### config.mk
export PLATFORM = sky130hd
export DESIGN_NAME = video_frame_monitor
export DESIGN_NICKNAME = d
export VERILOG_FILES = /design/src/rtl/video_frame_monitor.sv
export SDC_FILE = /design/constraint.sdc
export NUM_CORES = 1
export LEC_CHECK = 0
export ABC_AREA = 1
export CORE_MARGIN = 10
export CORE_UTILIZATION = 59
export CTS_BUF_LIST = sky130_fd_sc_hd__clkbuf_8
export DETAILED_ROUTE_END_ITERATION = 10
export DONT_BUFFER_PORTS = 1
export GPL_ROUTABILITY_DRIVEN = 0
export PLACE_DENSITY = 0.89
export SLEW_MARGIN = 10
export SYNTH_ARGS = -nofsm -noshare
export SYNTH_HDL_FRONTEND = slang
export SYNTH_SLANG_ARGS = --single-unit
### constraint.sdc
create_clock -name clk -period 1.81 [get_ports clk]
set_input_delay 0.2715 -clock clk [delete_from_list [all_inputs] [get_ports clk]]
set_output_delay 0.2715 -clock clk [all_outputs]
set_load 0.01 [all_outputs]
### src/rtl/video_frame_monitor.sv
// In-circuit monitor for a sync/RGB video stream. It measures active samples per
// line and lines per frame, counts frames, keeps a rotating RGB checksum and flags unstable timing.
module video_frame_monitor #(
    parameter int RGB_W      = 3,
    parameter int SAMPLE_DIV = 2,
    parameter int CNT_W      = 12,
    parameter int FRAME_W    = 16,
    parameter int MAX_FRAMES = 201,
    parameter int SYNC_POL   = 0
) (
    input  logic               clk,
    input  logic               reset,
    input  logic               enable,
    input  logic               clear_err,
    input  logic               hsync,
    input  logic               vsync,
    input  logic [RGB_W-1:0]   rgb,
    output logic [CNT_W-1:0]   line_pixels,
    output logic [CNT_W-1:0]   frame_lines,
    output logic [FRAME_W-1:0] frame_count,
    output logic [15:0]        frame_checksum,
    output logic               frame_done,
    output logic               line_err,
    output logic               frame_err,
    output logic               done
);
    localparam int                 DIV_W      = (SAMPLE_DIV > 1) ? $clog2(SAMPLE_DIV) : 1;
    localparam logic               SYNC_ACT   = (SYNC_POL != 0) ? 1'b1 : 1'b0;
    localparam logic [DIV_W-1:0]   DIV_LAST   = DIV_W'(SAMPLE_DIV - 1);
    localparam logic [FRAME_W-1:0] FRAME_LAST = FRAME_W'(MAX_FRAMES - 1);
    localparam logic [CNT_W-1:0]   CNT_SAT    = {CNT_W{1'b1}};

    // Checksum step: rotate left by one, then fold in the zero-extended pixel.
    function automatic logic [15:0] checksum_step(input logic [15:0] acc, input logic [RGB_W-1:0] px);
        return {acc[14:0], acc[15]} ^ 16'(px);
    endfunction

    logic               hs_q_r, vs_q_r;
    logic [DIV_W-1:0]   div_cnt_r;
    logic [CNT_W-1:0]   pix_cnt_r, line_cnt_r;
    logic [15:0]        sum_r;
    logic               line_valid_r, frame_valid_r;
    logic [CNT_W-1:0]   line_pixels_r, frame_lines_r;
    logic [FRAME_W-1:0] frame_count_r;
    logic [15:0]        frame_checksum_r;
    logic               frame_done_r, line_err_r, frame_err_r, done_r;

    logic               run_s, hs_start_s, vs_start_s, strobe_s, pixel_s;
    logic [CNT_W-1:0]   pix_inc_s, line_next_s;
    logic [15:0]        sum_next_s;
    logic               line_err_set_s, frame_err_set_s;

    // Edge detection, sample strobe and the next-state values shared by line and frame close.
    always_comb begin
        run_s      = enable && !done_r;
        hs_start_s = run_s && (hs_q_r != SYNC_ACT) && (hsync == SYNC_ACT);
        vs_start_s = run_s && (vs_q_r != SYNC_ACT) && (vsync == SYNC_ACT);
        strobe_s   = (div_cnt_r == DIV_LAST);
        pixel_s    = run_s && strobe_s && (hsync != SYNC_ACT) && (vsync != SYNC_ACT);
        pix_inc_s  = (pix_cnt_r == CNT_SAT) ? pix_cnt_r : pix_cnt_r + CNT_W'(1);
        // A line closing in the same cycle as the frame is counted in that frame.
        line_next_s = hs_start_s ? ((line_cnt_r == CNT_SAT) ? line_cnt_r : line_cnt_r + CNT_W'(1))
                                 : line_cnt_r;
        sum_next_s  = pixel_s ? checksum_step(sum_r, rgb) : sum_r;
        line_err_set_s  = hs_start_s && line_valid_r && (pix_cnt_r != {CNT_W{1'b0}})
                          && (pix_cnt_r != line_pixels_r);
        frame_err_set_s = vs_start_s && frame_valid_r && (line_next_s != frame_lines_r);
    end

    // Counters, measurements and sticky flags; everything except the error clears holds while stopped.
    always_ff @(posedge clk or negedge reset) begin
        if (!reset) begin
            hs_q_r           <= !SYNC_ACT;
            vs_q_r           <= !SYNC_ACT;
            div_cnt_r        <= {DIV_W{1'b0}};
            pix_cnt_r        <= {CNT_W{1'b0}};
            line_cnt_r       <= {CNT_W{1'b0}};
            sum_r            <= 16'h0000;
            line_valid_r     <= 1'b0;
            frame_valid_r    <= 1'b0;
            line_pixels_r    <= {CNT_W{1'b0}};
            frame_lines_r    <= {CNT_W{1'b0}};
            frame_count_r    <= {FRAME_W{1'b0}};
            frame_checksum_r <= 16'h0000;
            frame_done_r     <= 1'b0;
            line_err_r       <= 1'b0;
            frame_err_r      <= 1'b0;
            done_r           <= 1'b0;
        end else begin
            frame_done_r <= 1'b0;
            line_err_r   <= line_err_set_s  || (line_err_r  && !clear_err);
            frame_err_r  <= frame_err_set_s || (frame_err_r && !clear_err);
            if (run_s) begin
                hs_q_r     <= hsync;
                vs_q_r     <= vsync;
                div_cnt_r  <= (hs_start_s || strobe_s) ? {DIV_W{1'b0}} : div_cnt_r + DIV_W'(1);
                pix_cnt_r  <= hs_start_s ? {CNT_W{1'b0}} : (pixel_s ? pix_inc_s : pix_cnt_r);
                line_cnt_r <= vs_start_s ? {CNT_W{1'b0}} : line_next_s;
                sum_r      <= vs_start_s ? 16'h0000 : sum_next_s;
                // Blanking and vsync lines carry no samples and never define the reference length.
                if (hs_start_s && (pix_cnt_r != {CNT_W{1'b0}})) begin
                    line_pixels_r <= pix_cnt_r;
                    line_valid_r  <= 1'b1;
                end
                if (vs_start_s) begin
                    frame_lines_r    <= line_next_s;
                    frame_checksum_r <= sum_next_s;
                    frame_count_r    <= frame_count_r + FRAME_W'(1);
                    frame_done_r     <= 1'b1;
                    frame_valid_r    <= 1'b1;
                    done_r           <= (frame_count_r == FRAME_LAST);
                end
            end
        end
    end

    assign line_pixels    = line_pixels_r;
    assign frame_lines    = frame_lines_r;
    assign frame_count    = frame_count_r;
    assign frame_checksum = frame_checksum_r;
    assign frame_done     = frame_done_r;
    assign line_err       = line_err_r;
    assign frame_err      = frame_err_r;
    assign done           = done_r;
endmodule

==> flow_metrics.py <==
metrics = {
    "run_status": {
        "status": "finished, violations left",
        "violations": "negative hold slack, negative setup slack",
    },
    "sta": {
        "setup_ws_ns": -0.151,
        "finalHoldViolCount": 105,
        "slew_viol_final": 0,
        "tns_ns": -0.237,
        "slew_headroom_pct": 74.2,
        "fin_hold_ws_ns": -0.422,
        "setup_violations": 6,
        "rsz0062_at_grt": "true",
        "fin_skew_ns": 0.0123,
        "max_freq_mhz": 510,
        "period_share_pct": 108,
        "min_period_ns": 1.96,
        "tightest_slew_ns": 0.383,
    },
    "routing": {
        "vias_per_cell": 5.69,
        "routed_wl_um": 13700,
        "drtIter0Drc": 291,
        "dr.pass1.iters": 5,
        "drt.antenna.violating_nets": 0,
        "vias": 4428,
        "drcViolationCount": 0,
        "post_drt_wl_per_cell_um": 17.7,
    },
    "yosys": {
        "synth_mux_area_share_pct": 2.55,
        "synth_area_leader_cell": "dfrtp_1",
        "synth-simple-area-share_pct": 27.3,
        "synth_compound_area_share_pct": 6.43,
        "synthDistinctLibCells": 39,
        "syn_inst": 599,
        "yosys_most_used_dff": "dfrtp_1",
        "yosysTopAreaCellShare_pct": 49.6,
        "syn_avg_cell_area_um2": 8.67,
        "yosysWarnings": 0,
        "synth_xor_area_share_pct": 5.57,
        "async_reset_ff_share_pct": 100,
        "synthTopCellsByArea": "dfrtp_1 50%, nand2_1 11%, o21ai_0 4.6%",
        "synth_top_family_by_area": "simple AND/OR/NAND/NOR gates",
        "synth-seq-cells": 105,
        "synthAdderAreaFrac_pct": 1.20,
        "ys_seq_area_share_pct": 50.7,
        "mappedNetlistArea_um2": 5190,
        "syn_nets": 613,
        "synth_edf_count": 0,
    },
    "global_routing": {
        "antenna_found_initial": 0,
        "grt_max_degree": 106,
        "grt_pass1_vias": 4385,
        "grt_pass1_wl_um": 20800,
        "grt_overflow": 0,
        "grt_use_total_pct": 19.2,
    },
    "worst_setup_path": {
        "startpoint_type": "flip-flop",
        "startpoint": "line_cnt_r[1]",
        "critPathRequiredTime_ns": 2.07,
        "worstPathMaxFanout": 4,
        "arrival_ns": 2.23,
        "crit_path_end_kind": "flip-flop",
        "r2r-start": "line_cnt_r[1]",
        "critical_path_class": "flip-flop to flip-flop",
    },
    "cts": {
        "path_clk_slew_ns": 0.11,
        "cts_root_buffer": "clkbuf_8",
        "clock_sinks": 105,
        "cts_tree": "yes",
        "clk_latency_ns": 0.37,
        "cts_htree_levels": 3,
        "cts_buffers": 9,
        "cts.path.max_buffers": 2,
    },
    "power": {
        "p_seq_share_pct": 60.3,
        "max-vdd-ir-drop_v": 0.000531,
        "p_per_area_nw_per_um2": 604,
        "p_clk_share_pct": 39.2,
        "switchingPower_w": 0.000886,
        "switching_share_pct": 22.6,
        "total_power_w": 0.00391,
        "leakagePower_nw": 3.15,
        "p_int_w": 0.00303,
        "combPwrFrac_pct": 0.5,
    },
    "floorplanning": {
        "start_util_pct": 60.1,
        "die_w_um": 114,
        "fp.dieArea_um2": 13000,
        "rows": 34,
        "ioPinCount": 69,
        "coreArea_um2": 8640,
        "dieHeight_um": 114,
    },
    "placed_design": {
        "hpwl_um": 8560,
        "dp.cells": 730,
        "io_buffers": 0,
    },
    "cells_and_area": {
        "antenna_cells": 0,
        "synthToLayoutAreaGrowth_pct": 24.7,
        "drive_gt1_share_pct": 26.6,
        "finish.utilization_pct": 75.0,
        "final.fill_count": 531,
        "instances_no_fill": 778,
        "fin_nets": 679,
    },
    "job": {
        "drv_cap": 0,
    },
    "worst_hold_path": {
        "hold_class": "primary input to asynchronous set/reset pin",
    },
}
power by group through the flow:
stage	sequential (W)	clock, W	combinational, W
finish	0.00236	0.00153	0.0000210
global route	0.00236	0.00165	0.0000242
CTS	0.00236	0.00156	0.0000212
detailed placement	0.00240	0	0.0000205
global placement	0.00240	0	0.0000194
floorplan	0.00240	0	0.0000167
cell type report:
type	instances	area, µm²	share of cell area [%]
flip-flops and latches	105	2630	40.6
multi-input cells	416	2600	40.1
clock buffers	9	124	1.91
well taps	108	135	2.09
clock inverters	7	86.3	1.33
inverters	58	223	3.44
repair buffers	75	678	10.5
repair_timing:
action / in CTS / in global routing
cloned: 0 / 4
endpoints found under the setup margin: 3 / 47
hold endpoints to repair: 105 / 105
resized for setup: 20 / 76
pin swaps: 11 / 26
buffers inserted: 7 / 22
sequential cells by signal, summed over array words and instances, names as in the netlist:
register        cells
vs_q_r              1
frame_err           1
frame_count        16
frame_done          1
done                1
sum_r              16
line_pixels        12
pix_cnt_r          12
line_cnt_r         12
line_err            1
frame_valid_r       1
line_valid_r        1
div_cnt_r           1
frame_checksum     16
frame_lines        12
hs_q_r              1
stage by stage:
step                      cell area, µm²  worst slack, ns
after floorplan                     5190           0.0495
after global placement              5570          -0.0104
after detailed placement            5570           -0.121
after CTS                           5920          -0.0888
after global routing                6480           -0.286
final                               6480           -0.151
layer usage:
layer	vias to the layer above	track usage [%]	wire [µm]
met5	-	0	0
met4	0	6.93	338
met3	40	4.62	961
met2	190	34.0	7270
met1	2136	22.1	5170
li1	2062	-	-
synthesized netlist by cell type, types with 3 or more instances:
master,number
a21oi_1,9
buf_2,3
buf_4,4
clkbuf_1,10
dfrtp_1,103
ha_1,5
inv_1,55
mux2i_1,11
nand2_1,153
nand3_1,40
nand3b_1,7
nand4_1,11
nor2_1,52
nor2_2,3
nor2_4,5
nor3_1,7
nor3_2,3
nor4_1,9
o21ai_0,48
o31ai_1,4
xnor2_1,8
xor2_1,25
path summary, 6_finish.rpt:
check / to / slack [ns] / cells after the start
worst max-delay path: frame_err / -0.15 / 15
worst min-delay path: frame_count[9] / -0.42 / 0
worst max register to register: frame_err / -0.15 / 15
worst min register to register: frame_valid_r / 0.48 / 2
max in group asynchronous: hs_q_r / 2.01 / 0
min in group clk: vs_q_r / 0.05 / 2
critical path, cell delays in order (launching register included):
cell and delay (ns):
dfrtp_1 0.42, buf_4 0.15, nand2_1 0.10, nor2_4 0.21
buf_4 0.14, nand3_1 0.08, nand2_1 0.08, nand3_1 0.09
nand3_1 0.08, nand2_1 0.05, nor2_1 0.12, nand2_1 0.07
nor2_1 0.11, nand2_1 0.06, nand2_1 0.05, nand2_1 0.05
placed cells by master (no fill, tap or decap), types with 8 or more instances in the layout:
cell type    n
buf_4       60
nand3_2     11
nand3_1     27
nand2_1    137
xnor2_1      8
clkbuf_8     9
nor4_1       9
nand4_1     11
o21ai_0     44
buf_6       10
dfrtp_1    101
nor2_4      12
nor2_1      42
xor2_1      25
inv_1       53
nand2_2     16
kinds of logic after synthesis:
group	count (synthesis)
buffers and inverters	78
AND/OR/NAND/NOR	301
adder cells (fa/ha/maj)	5
multiplexers	13
flip-flops	105
XOR/XNOR	33
AO/OA/AOI/OAI	64
No activity file was read; power rests on OpenSTA's default activity.
